[src/rtl/keypad_scanner.sv]
// Row/column matrix keypad scanner with per-key debouncing over scan frames.
// Debounced changes are reported one at a time through a single-entry valid/ready slot.
module keypad_scanner #(
    parameter int ROWS           = 4,
    parameter int COLS           = 4,
    parameter bit COL_WHEN_IDLE  = 1'b1,
    parameter int SETTLE_CYCLES  = 16,
    parameter int DEBOUNCE_SCANS = 4
) (
    input  logic                          clk,
    input  logic                          rst,
    output logic [ROWS-1:0]               row_out,
    input  logic [COLS-1:0]               col_in,
    output logic [ROWS*COLS-1:0]          key_state,
    output logic                          event_valid,
    input  logic                          event_ready,
    output logic [$clog2(ROWS*COLS)-1:0]  event_key,
    output logic                          event_press
);

    localparam int KEYS = ROWS * COLS;
    localparam int KW   = $clog2(KEYS);
    localparam int RW   = $clog2(ROWS);
    localparam int CLW  = (COLS > 1) ? $clog2(COLS) : 1;
    localparam int SW   = $clog2(SETTLE_CYCLES);
    localparam int CW   = $clog2(DEBOUNCE_SCANS + 1);

    localparam logic [ROWS-1:0] ROW_IDLE    = {ROWS{COL_WHEN_IDLE}};
    localparam logic [ROWS-1:0] ROW_ONE     = ROWS'(1);
    localparam logic [RW-1:0]   ROW_ZERO    = RW'(0);
    localparam logic [RW-1:0]   ROW_INC     = RW'(1);
    localparam logic [RW-1:0]   LAST_ROW    = RW'(ROWS - 1);
    localparam logic [CLW-1:0]  COL_ZERO    = CLW'(0);
    localparam logic [CLW-1:0]  COL_INC     = CLW'(1);
    localparam logic [CLW-1:0]  LAST_COL    = CLW'(COLS - 1);
    localparam logic [SW-1:0]   SETTLE_LOAD = SW'(SETTLE_CYCLES - 1);
    localparam logic [SW-1:0]   SETTLE_ZERO = SW'(0);
    localparam logic [SW-1:0]   SETTLE_DEC  = SW'(1);
    localparam logic [CW-1:0]   CNT_ZERO    = CW'(0);
    localparam logic [CW-1:0]   CNT_INC     = CW'(1);
    localparam logic [CW-1:0]   CNT_MAX     = CW'(DEBOUNCE_SCANS - 1);
    localparam logic [KW-1:0]   KEY_ZERO    = KW'(0);

    typedef enum logic [1:0] {
        ST_DRIVE  = 2'd0,
        ST_SETTLE = 2'd1,
        ST_SAMPLE = 2'd2,
        ST_EVAL   = 2'd3
    } state_t;

    state_t          state_r;
    state_t          state_s;
    logic [RW-1:0]   row_r;
    logic [CLW-1:0]  col_r;
    logic [SW-1:0]   settle_r;
    logic [COLS-1:0] sync1_r;
    logic [COLS-1:0] sync2_r;
    logic [COLS-1:0] sample_r;
    logic [CW-1:0]   cnt_r [KEYS];

    logic [COLS-1:0] raw_s;
    logic [ROWS-1:0] drive_s;
    logic [KW-1:0]   key_idx_s;
    logic            sample_bit_s;
    logic            differ_s;
    logic            cnt_below_s;
    logic            change_s;
    logic            slot_free_s;
    logic            stall_s;
    logic            load_s;

    // Datapath decode: current key, debounce decision and slot arbitration.
    always_comb begin
        raw_s        = sync2_r ^ {COLS{COL_WHEN_IDLE}};
        drive_s      = ROW_IDLE ^ (ROW_ONE << row_r);
        key_idx_s    = KW'((32'(row_r) * 32'(COLS)) + 32'(col_r));
        sample_bit_s = sample_r[col_r];
        differ_s     = (sample_bit_s != key_state[key_idx_s]);
        cnt_below_s  = (cnt_r[key_idx_s] < CNT_MAX);
        change_s     = (state_r == ST_EVAL) && differ_s && !cnt_below_s;
        slot_free_s  = !event_valid || event_ready;
        stall_s      = change_s && !slot_free_s;
        load_s       = change_s && slot_free_s;
    end

    // Scan FSM next-state logic; EVAL holds its column while the event slot is blocked.
    always_comb begin
        state_s = state_r;
        case (state_r)
            ST_DRIVE: begin
                state_s = ST_SETTLE;
            end
            ST_SETTLE: begin
                if (settle_r == SETTLE_ZERO) begin
                    state_s = ST_SAMPLE;
                end else begin
                    state_s = ST_SETTLE;
                end
            end
            ST_SAMPLE: begin
                state_s = ST_EVAL;
            end
            ST_EVAL: begin
                if (!stall_s && (col_r == LAST_COL)) begin
                    state_s = ST_DRIVE;
                end else begin
                    state_s = ST_EVAL;
                end
            end
            default: begin
                state_s = ST_DRIVE;
            end
        endcase
    end

    // State register, synchronizer, scan counters, debounce state and event slot.
    always_ff @(posedge clk) begin
        if (rst) begin
            state_r     <= ST_DRIVE;
            row_r       <= ROW_ZERO;
            col_r       <= COL_ZERO;
            settle_r    <= SETTLE_ZERO;
            sync1_r     <= {COLS{COL_WHEN_IDLE}};
            sync2_r     <= {COLS{COL_WHEN_IDLE}};
            sample_r    <= {COLS{1'b0}};
            row_out     <= ROW_IDLE;
            key_state   <= {KEYS{1'b0}};
            event_valid <= 1'b0;
            event_key   <= KEY_ZERO;
            event_press <= 1'b0;
            for (int i = 0; i < KEYS; i++) begin
                cnt_r[i] <= CNT_ZERO;
            end
        end else begin
            state_r <= state_s;
            sync1_r <= col_in;
            sync2_r <= sync1_r;
            case (state_r)
                ST_DRIVE: begin
                    row_out  <= drive_s;
                    settle_r <= SETTLE_LOAD;
                end
                ST_SETTLE: begin
                    settle_r <= settle_r - SETTLE_DEC;
                end
                ST_SAMPLE: begin
                    sample_r <= raw_s;
                    col_r    <= COL_ZERO;
                end
                ST_EVAL: begin
                    if (!stall_s) begin
                        if (!differ_s) begin
                            cnt_r[key_idx_s] <= CNT_ZERO;
                        end else if (cnt_below_s) begin
                            cnt_r[key_idx_s] <= cnt_r[key_idx_s] + CNT_INC;
                        end else begin
                            key_state[key_idx_s] <= sample_bit_s;
                            cnt_r[key_idx_s]     <= CNT_ZERO;
                        end
                        if (col_r == LAST_COL) begin
                            col_r <= COL_ZERO;
                            row_r <= (row_r == LAST_ROW) ? ROW_ZERO : (row_r + ROW_INC);
                        end else begin
                            col_r <= col_r + COL_INC;
                        end
                    end
                end
                default: begin
                    row_out <= ROW_IDLE;
                end
            endcase
            // A load on the accepting edge keeps valid high with the new contents.
            if (load_s) begin
                event_valid <= 1'b1;
                event_key   <= key_idx_s;
                event_press <= sample_bit_s;
            end else if (event_ready) begin
                event_valid <= 1'b0;
            end
        end
    end

endmodule

[config.mk]
export PLATFORM = sky130hd
export DESIGN_NAME = keypad_scanner
export DESIGN_NICKNAME = d
export VERILOG_FILES = /design/src/rtl/keypad_scanner.sv
export SDC_FILE = /design/constraint.sdc
export NUM_CORES = 1
export LEC_CHECK = 0
export ABC_CLOCK_PERIOD_IN_PS = 3400
export CORE_UTILIZATION = 53
export CTS_CLUSTER_DIAMETER = 50
export CTS_CLUSTER_SIZE = 14
export DETAILED_ROUTE_END_ITERATION = 10
export PLACE_DENSITY = 0.76
export SYNTH_ARGS = -nofsm -noshare
export SYNTH_HDL_FRONTEND = slang
export SYNTH_SLANG_ARGS = --single-unit
[constraint.sdc]
create_clock -name clk -period 3.4 [get_ports clk]
set_clock_uncertainty 0.15 [all_clocks]
set_input_delay 0.68 -clock clk [delete_from_list [all_inputs] [get_ports clk]]
set_output_delay 0.68 -clock clk [all_outputs]
set_load 0.01 [all_outputs]
# Word-level counts from Yosys, hierarchy flattened
# Memories as Yosys holds them, arrays and structs flattened.
# Index checks and enable logic that the tools add are counted.
dict set report op_classes {
  reduce_logical 20
  shifts 1
  n_addsub 5
  mux 41
  eq_ne 7
  bitwise 6
  magnitude_cmp 4
}
# cell n
set ops {}
lappend ops {{2-to-1 mux 1 bit} 25}
lappend ops {{bitwise mux 16 bit} 1}
lappend ops {{2-to-1 mux 2 bit} 5}
lappend ops {{2-to-1 mux 3 bit} 3}
lappend ops {{equality test 2 bit, second input constant} 4}
lappend ops {{NOT 4 bit} 2}
lappend ops {{case mux 2 bit (4 select lines)} 1}
lappend ops {{case mux 4 bit (2 select lines)} 1}
lappend ops {{logical AND 1 bit} 6}
lappend ops {{nonzero test 2 bit} 3}
lappend ops {{< comparator 4 x 5 -> 1 bit, second input constant} 1}
lappend ops {{adder 2 x 1 -> 2 bit, second input constant} 2}
lappend ops {{adder 4 x 2 -> 4 bit} 1}
lappend ops {{binary-select mux 1 bit (select 4 bit)} 1}
lappend ops {{demux 1 bit (select 4 bit)} 1}
lappend ops {{greater-or-equal comparator 4 x 1 -> 1 bit, second input constant} 1}
lappend ops {{logical NOT 1 bit} 4}
lappend ops {{logical NOT 4 bit} 1}
lappend ops {{2-to-1 mux 4 bit} 1}
lappend ops {{case mux 2 bit (2 select lines)} 1}
lappend ops {{AND reduction 4 bit} 1}
lappend ops {{left shift 1 x 2 -> 4 bit, first input constant} 1}
lappend ops {{subtractor 4 x 1 -> 4 bit, second input constant} 1}
lappend ops {{adder 3 x 1 -> 3 bit, second input constant} 1}
lappend ops {{other kinds (13)} 15}
dict set report totals {
  regBits 48
  mem_count 1
  output_inout_bits 26
  ram_bits 48
  word_cells 97
  in_bits 7
}
# name depth width read_ports rd_clocked_by_memory_dff write_ports line_no
set mem_list {}
lappend mem_list {cnt_r 16 3 1 0 16 59} ;# logic [CW-1:0] cnt_r [KEYS];

# Longest topological paths before layout
# Gate-level depths: netlist of the first run.
dict set report logic_depth {
  ltp_word 15
  ltp_mapped 12
  ltp_nobuf 7
}

# Worst setup path after synthesis of the first run
# OpenSTA, ideal clock, no wires.
dict set report synth_path {
  kind {register to register}
  from {reg col_r[0]}
  to {mem cnt_r[7][0] (netlist bit) (enable)}
  n_path_buf 3
  required_time_ns 2.924
  path_slack_ns 0.280
  setup_ns 0.326
  arrival_ns 2.644
  stages_incl_launch_ff 9
  period_less_slack_ns 3.120
  cell_sequence {dfxtp_1 -> buf_6 -> buf_6 -> mux4_2 -> mux4_2 -> a21oi_2 -> o311ai_2 -> clkbuf_1 -> o21bai_1}
}
# item line_no
set synth_lines {}
lappend synth_lines {{start: declaration} 54} ;# logic [CLW-1:0] col_r;
lappend synth_lines {{start signal: assignment} 164} ;# col_r <= col_r + COL_INC;
lappend synth_lines {{end: declaration} 59}

==> summary.txt, run 1 <==
STA
  – Worst relative slew slack: between 50% and 60%
  – Final setup viols: 0
  – Unrepaired setup endpoints after global routing: false
  – Sum Neg Setup Slack: 0 ps
  – Final period utilization: 94.8%
  – Final Hold Viols: 0
  – Slew Viols, Final: 0
  – Worst setup margin: ~180 ps
  – Worst Max-Slew Pin Slew: 645 ps
  – Period minus WS final: 3220 ps
  – Peak Freq: between 300 and 400 MHz

Setup path
  – Crit path launch type: flip-flop
  – CP max FO: 14
  – CP top delay family: simple AND/OR/NAND/NOR gates
  – Worst path max stage delay: 590 ps
  – CP Buf/Inv Count: 3
  – Worst EP required: 3500 ps
  – Setup CP Type: reg2reg
  – Data arrival, critical path: 3320 ps
  – Cells along the critical path: buf_12 -> buf_6 -> mux2i_1 -> o22ai_2 -> o21ai_0 -> or4b_4 -> and2_1 -> or4_4 -> buf_4 -> nor2_4
  – Critical-path top delay cell: or4_4
  – CP endpoint kind: flip-flop

Power and ir drop
  – Worst vdd ir: 0.230 mV
  – Logic pwr share: around 7.4%
  – Sw frac: 24.3%
  – P per Cell Area: 422 mW/mm²
  – P_sw: roughly 0.55 mW
  – Pint: 1.72 mW
  – Tot Pwr: 2.26 mW
  – Clk pwr share: 36.3%
  – Seq pwr share: 56.3%
  – Leak: 1.81 nW

Synthesis
  – Most instantiated cells after synthesis: 71 x nor2_1, 48 x dfxtp_1, 48 x edfxtp_1
  – Post-synthesis sequential area ratio: between 50 and 60%
  – Number of distinct library cells after synthesis: 45
  – Top-area cell type share of the netlist area: between 30% and 40%
  – Syn Inst Count: 430
  – Most used DFF post-synth: edfxtp_1
  – Top-count cell post-synth: nor2_1
  – Synth top area cells: edfxtp_1 30%, dfxtp_1 20%, mux4_2 5.7%
  – Yosys warns: 0
  – Syn nets: 447
  – Yosys reg bits: between 90 and 100
  – Cell taking the most area after synthesis: edfxtp_1
  – Avg Cell Area, Syn: 11.0 µm²
  – Synth Cell Area: 0.00474 mm²
  – Asr flop ratio synth: 0%
  – EDFF count, synth: 48

Final layout
  – Fraction of layout cells with a size suffix above 1: 16.9%
  – Fillers: 730
  – Finished Layout Cells: ~570
  – Area Overhead vs Synth: 13.4%
  – Diode count: 0
  – Nets: 473
  – Utilization after layout: 61.9%

Global route
  – Largest net degree at the start of global routing: 39
  – Grt total ovfl: 0
  – First-pass GRT wire length: 16900 µm
  – Total global-route track usage: between 20% and 30%
  – Antenna violations before repair: 0
  – Number of global-route vias before repair: 3227

Clock network
  – Max H-tree Level: 3
  – Root Driver: clkbuf_8
  – Inserted Clock Buffers: 9
  – Clk_lat worst skew: 380 ps
  – Worst-path clk slew: 100 ps
  – Clock net sink count: 96
  – CTS Hold Bufs: 0
  – CTS max path bufs: 2
  – CTS tree: yes

Status
  – Status: complete, no violations

Die
  – Core region area: 0.00868 mm²
  – Die area: 0.00932 mm²
  – Effective utilization at floorplan: 54.6%
  – Die X: 96.6 µm
  – Row count: 34
  – Chip height: between 90 and 100 µm
  – Top Ports: 33

Detailed routing
  – DR pass1 iterations: 4
  – Post-route ant nets: 0
  – First DRT Iteration DRCs: between 200 and 300
  – Wirelength, routed: 10800 µm
  – Routed via count: 3447
  – Vias per cell: 6.06
  – Routed wire length per instance: 18.9 µm
  – DRC violations left: 0

Place
  – Gpl congestion: ~0.85
  – Hpwl dp: around 7300 µm
  – Pre-CTS setup slack: about 15 ps
  – Port Buf Inserts: 32
  – Cells after DPL: 547

Min path
  – Worst hold path type: reg2reg

Job
  – Max-cap violation count: 0
## logic make-up after synthesis
logic type	Yosys count	share of synthesized area, %
xor gates and xnor gates	1	0.185
and+or+nand+nor	171	18.9
muxes	31	10.4
adders and majority gates	10	2.64
buffers and inverters	43	4.70
AOI/OAI and AO/OA	78	12.4
DFF	96	50.7
## worst register-to-register path: stages (launching register included)
cell and delay (ps):
dfxtp_1 410, buf_12 170, buf_6 200, mux2i_1 280
o22ai_2 130, o21ai_0 160, or4b_4 520, and2_1 200
or4_4 590, buf_4 220, nor2_4 70
## metal layers
layer  share of wire [%]  up-vias  global-route usage, %
li1                    -     1614                      -
met1                  43     1686                   33.7
met2                  49      132                   40.7
met3                 6.4       15                   4.85
met4                 1.7        0                   8.82
met5                   0        -                      0
## through the flow
step	hold slack (ps)	area, µm²
3_3_place_gp	244	5100
2_1_floorplan	239	4740
5_1_grt	288	5370
4_1_cts	263	5320
3_5_place_dp	247	5100
6_report	262	5370
## registers in the layout, summed over array words and instances (netlist names), 4 cells and up
register and count:
sync1_r 4, settle_r 4, row_out 4, event_key 4, sync2_r 4, key_state 16
sample_r 4, cnt_r 48
## final cells by class
| type | instances | area [µm²] | area share, % |
|---|---|---|---|
| clock buffer | 9 | 124 | 2.31 |
| tap | 108 | 135 | 2.52 |
| sequential | 96 | 2400 | 44.7 |
| clock inverter | 7 | 91.3 | 1.70 |
| inverter | 9 | 33.8 | 0.629 |
| timing repair buffer | 49 | 459 | 8.55 |
| multi-input combinational | 291 | 2130 | 39.6 |
## path summary, 6_finish.rpt
| check | startpoint | endpoint | slack [ps] | depth (start not counted) |
|---|---|---|---|---|
| worst max-delay path | col_r[0] | cnt_r[1][0] | 180 | 10 |
| worst min register to register | sync2_r[2] | sample_r[2] | 260 | 1 |
| worst max register to register | col_r[0] | cnt_r[1][0] | 180 | 10 |
| worst min-delay path | sync2_r[2] | sample_r[2] | 260 | 1 |
## power groups by stage
stage               logic [mW]  registers (mW)  clock network [mW]
finish                   0.168            1.28               0.821
global route             0.184            1.28               0.869
CTS                      0.168            1.28               0.826
detailed placement       0.166            1.30                   0
global placement         0.161            1.30                   0
floorplan                0.126            1.29                   0
## what timing repair did
action,4_1_cts,5_1_grt
resized for setup,1,2
cloned,0,0
endpoints found under the setup margin,4,6
pin swaps,0,1
buffers inserted,0,6
## cell usage in the layout (no fill, tap or decap), types with 10 or more instances in the layout
cell type and instances:
mux4_2 12, clkdlybuf4s50_1 31, nor2_1 71, ha_1 10, nand2_1 25, nand2b_1 13
buf_4 15, o21bai_1 16, nor2_4 10, nand3_1 22, mux2i_1 16, o41ai_1 16
edfxtp_1 48, dfxtp_1 48, a21oi_1 19
No activity file was read; power rests on OpenSTA's default activity.
==> run 2: changes to the inputs <==
- PLACE_DENSITY: 0.76 -> 0.78
==> summary.txt, run 2 (synthesis results as in run 1) <==
Setup path
  – Setup CP Type: reg2reg
  – Cell depth of the worst setup path: 8 (-2)
  – CP endpoint kind: flip-flop
  – Worst EP required: 3550 ps (+50 ps)
  – Worst R2R Start: col_r[0]
  – Cells along the critical path: buf_12 -> mux4_1 -> mux4_2 -> a21oi_2 -> buf_4 -> a211oi_1 -> nor3b_2 -> mux2i_1
  – Reg2reg end: row_r[0]
  – Worst path max stage delay: 610 ps (+20 ps)
  – Crit path launch type: flip-flop
  – Critical-path top delay cell: mux4_1
  – CP max FO: 22 (+8)
  – Data arrival, critical path: 3380 ps (+60 ps)
  – CP top delay family: multiplexers
  – CP Buf/Inv Count: 2 (-1)
  – Reg2reg setup slack: 170 ps (about the same)
  – Worst Reg-to-Reg Cells: 8 (-2)

Power and ir drop
  – P per Cell Area: 407 mW/mm² (-3.4%)
  – Leak: 1.74 nW (-3.4%)
  – Tot Pwr: 2.15 mW (-4.9%)
  – Worst vdd ir: 0.385 mV (+67%)

STA
  – Final period utilization: 95.0% (+0.24 points)
  – Period minus WS final: 3230 ps (+8.26 ps)
  – Peak Freq: 310 MHz (-0.26%)
  – Final hold slack: 264 ps (+2.90 ps)
  – Final Hold Viols: 0 (unchanged)
  – Slew Viols, Final: 0 (unchanged)
  – Unrepaired setup endpoints after global routing: false
  – Final setup viols: 0 (unchanged)
  – Worst setup margin: 169 ps (-8.26 ps)
  – Sum Neg Setup Slack: 0 ps (unchanged)
  – Worst relative slew slack: 59.7% (+2.7 points)
  – Worst Max-Slew Pin Slew: 605 ps (-40.2 ps)

Die
  – Row count: 34 (unchanged)
  – Effective utilization at floorplan: 54.6% (unchanged)
  – Die X: 96.6 µm (unchanged)
  – Core region area: 0.00868 mm² (unchanged)
  – Die area: 0.00932 mm² (unchanged)
  – Chip height: 96.6 µm (unchanged)
  – Top Ports: 33 (unchanged)

Clock network
  – CTS Hold Bufs: 0 (unchanged)
  – CTS tree: yes
  – Inserted Clock Buffers: 9 (unchanged)
  – Clk_lat worst skew: 370 ps (about the same)
  – Worst-path clk slew: 100 ps (about the same)
  – PostCTS Resize Cnt: 0 (-1)
  – Post-CTS Setup Bufs: 0 (unchanged)
  – Clock net sink count: 96 (unchanged)
  – Max H-tree Level: 3 (unchanged)
  – Root Driver: clkbuf_8
  – CTS max path bufs: 2 (unchanged)

Min path
  – Worst hold path stage count: 1 (unchanged)
  – Hold Crit Endpoint: sync2_r[3]
  – Worst hold path type: reg2reg
  – Critical hold path startpoint: sync1_r[3]

Detailed routing
  – Met2 wire len: 5190 µm (-1.1%)
  – Met1 Wirelength: 4390 µm (-5.2%)
  – Wirelength, routed: 10500 µm (-2.2%)
  – Post-route ant nets: 0 (unchanged)
  – DRC violations left: 0 (unchanged)
  – DR pass1 iterations: 4 (unchanged)
  – Met3 WL: 663 µm (-3.5%)
  – Routed wire length per instance: 18.8 µm (-0.84%)
  – Routed via count: 3403 (-1.3%)
  – First DRT Iteration DRCs: 258 (-3.7%)
  – Vias per cell: 6.07 (+0.13%)
  – Top sig layer: met4

Global route
  – Largest net degree at the start of global routing: 41 (+5.1%)
  – Number of global-route vias before repair: 3226 (-0.031%)
  – First-pass GRT wire length: 16900 µm (-0.28%)
  – Total global-route track usage: 24.8% (-0.33 points)
  – Grt total ovfl: 0 (unchanged)
  – Antenna violations before repair: 0 (unchanged)

Final layout
  – Most frequent cells in the layout: 71 x nor2_1, 48 x edfxtp_1, 48 x dfxtp_1
  – Final Instance Area: 0.00529 mm² (-1.6%)
  – Fillers: 737 (+0.96%)
  – Number of flip-flops in the largest register: 48 (unchanged)
  – Diode count: 0 (unchanged)
  – Area Overhead vs Synth: 11.6%
  – Largest regs: cnt_r (48), key_state (16)
  – Most common cell after layout, fill and taps aside: nor2_1
  – Register name with the most flops: cnt_r
  – Nets: 465 (-1.7%)
  – Fraction of layout cells with a size suffix above 1: 15.2% (-1.7 points)

Place
  – Port Buf Inserts: 32 (unchanged)
  – Pre-CTS setup slack: 73.8 ps (+59.0 ps)
  – Hpwl dp: 7380 µm (+0.59%)
  – Gpl congestion: 0.888 (+4.9%)
  – Placed cell areas: 0.00509 mm² (about the same)

Status
  – Status: complete, no violations

Job
  – Max-cap violation count: 0 (unchanged)
## run 2: cell count changes in the layout (fill, tap and decap cells not counted), sizes merged
cell and delta:
clkinv -1, buf -8, clkinvlp +4, bufinv -2, inv -1
## run 2: power by group
group | internal, mW | switching [mW] | leakage (nW)
combinational | 0.0737 | 0.0926 | 0.780
sequential | 1.25 | 0.0243 | 0.881
clock | 0.278 | 0.433 | 0.0819
total | 1.60 | 0.550 | 1.74
## run 2: through the flow
step,util [%],cells
detailed placement,58.7,545
finish,60.9,561
global placement,58.7,545
floorplan,-,430
CTS,60.8,561
global route,60.9,561
## run 2: worst max-delay path by stage
stage               startpoint           end  slack [ps]
detailed placement    col_r[1]  event_key[1]          70
finish                col_r[0]      row_r[0]         170
global route          col_r[0]      row_r[0]           5
global placement      col_r[1]  event_key[1]         240
CTS                   col_r[1]  event_key[2]          60
floorplan             col_r[0]   cnt_r[7][0]         280
## run 2: cell type report
| cell class | instances | area [µm²] | share of cell area [%] |
|---|---|---|---|
| flip-flops and latches | 96 | 2400 | 45.4 |
| multi-input cells | 291 | 2120 | 40.2 |
| repair buffers | 41 | 408 | 7.71 |
| well taps | 108 | 135 | 2.56 |
| clock buffers | 9 | 124 | 2.34 |
| clock inverters | 7 | 61.3 | 1.16 |
| inverters | 9 | 33.8 | 0.639 |
## run 2: per-layer routing
layer / up-vias / GRT usage (%)
met3: 27 / 4.38
met1: 1636 / 32.6
met5: - / 0
met2: 145 / 40.6
li1: 1595 / -
met4: 0 / 10.2
## run 2: worst register-to-register path, cell delays in order, from the launching register on
cell and delay, ps:
dfxtp_1 440, buf_12 230, mux4_1 610, mux4_2 500, a21oi_2 180, buf_4 330, a211oi_1 160, nor3b_2 350
mux2i_1 210
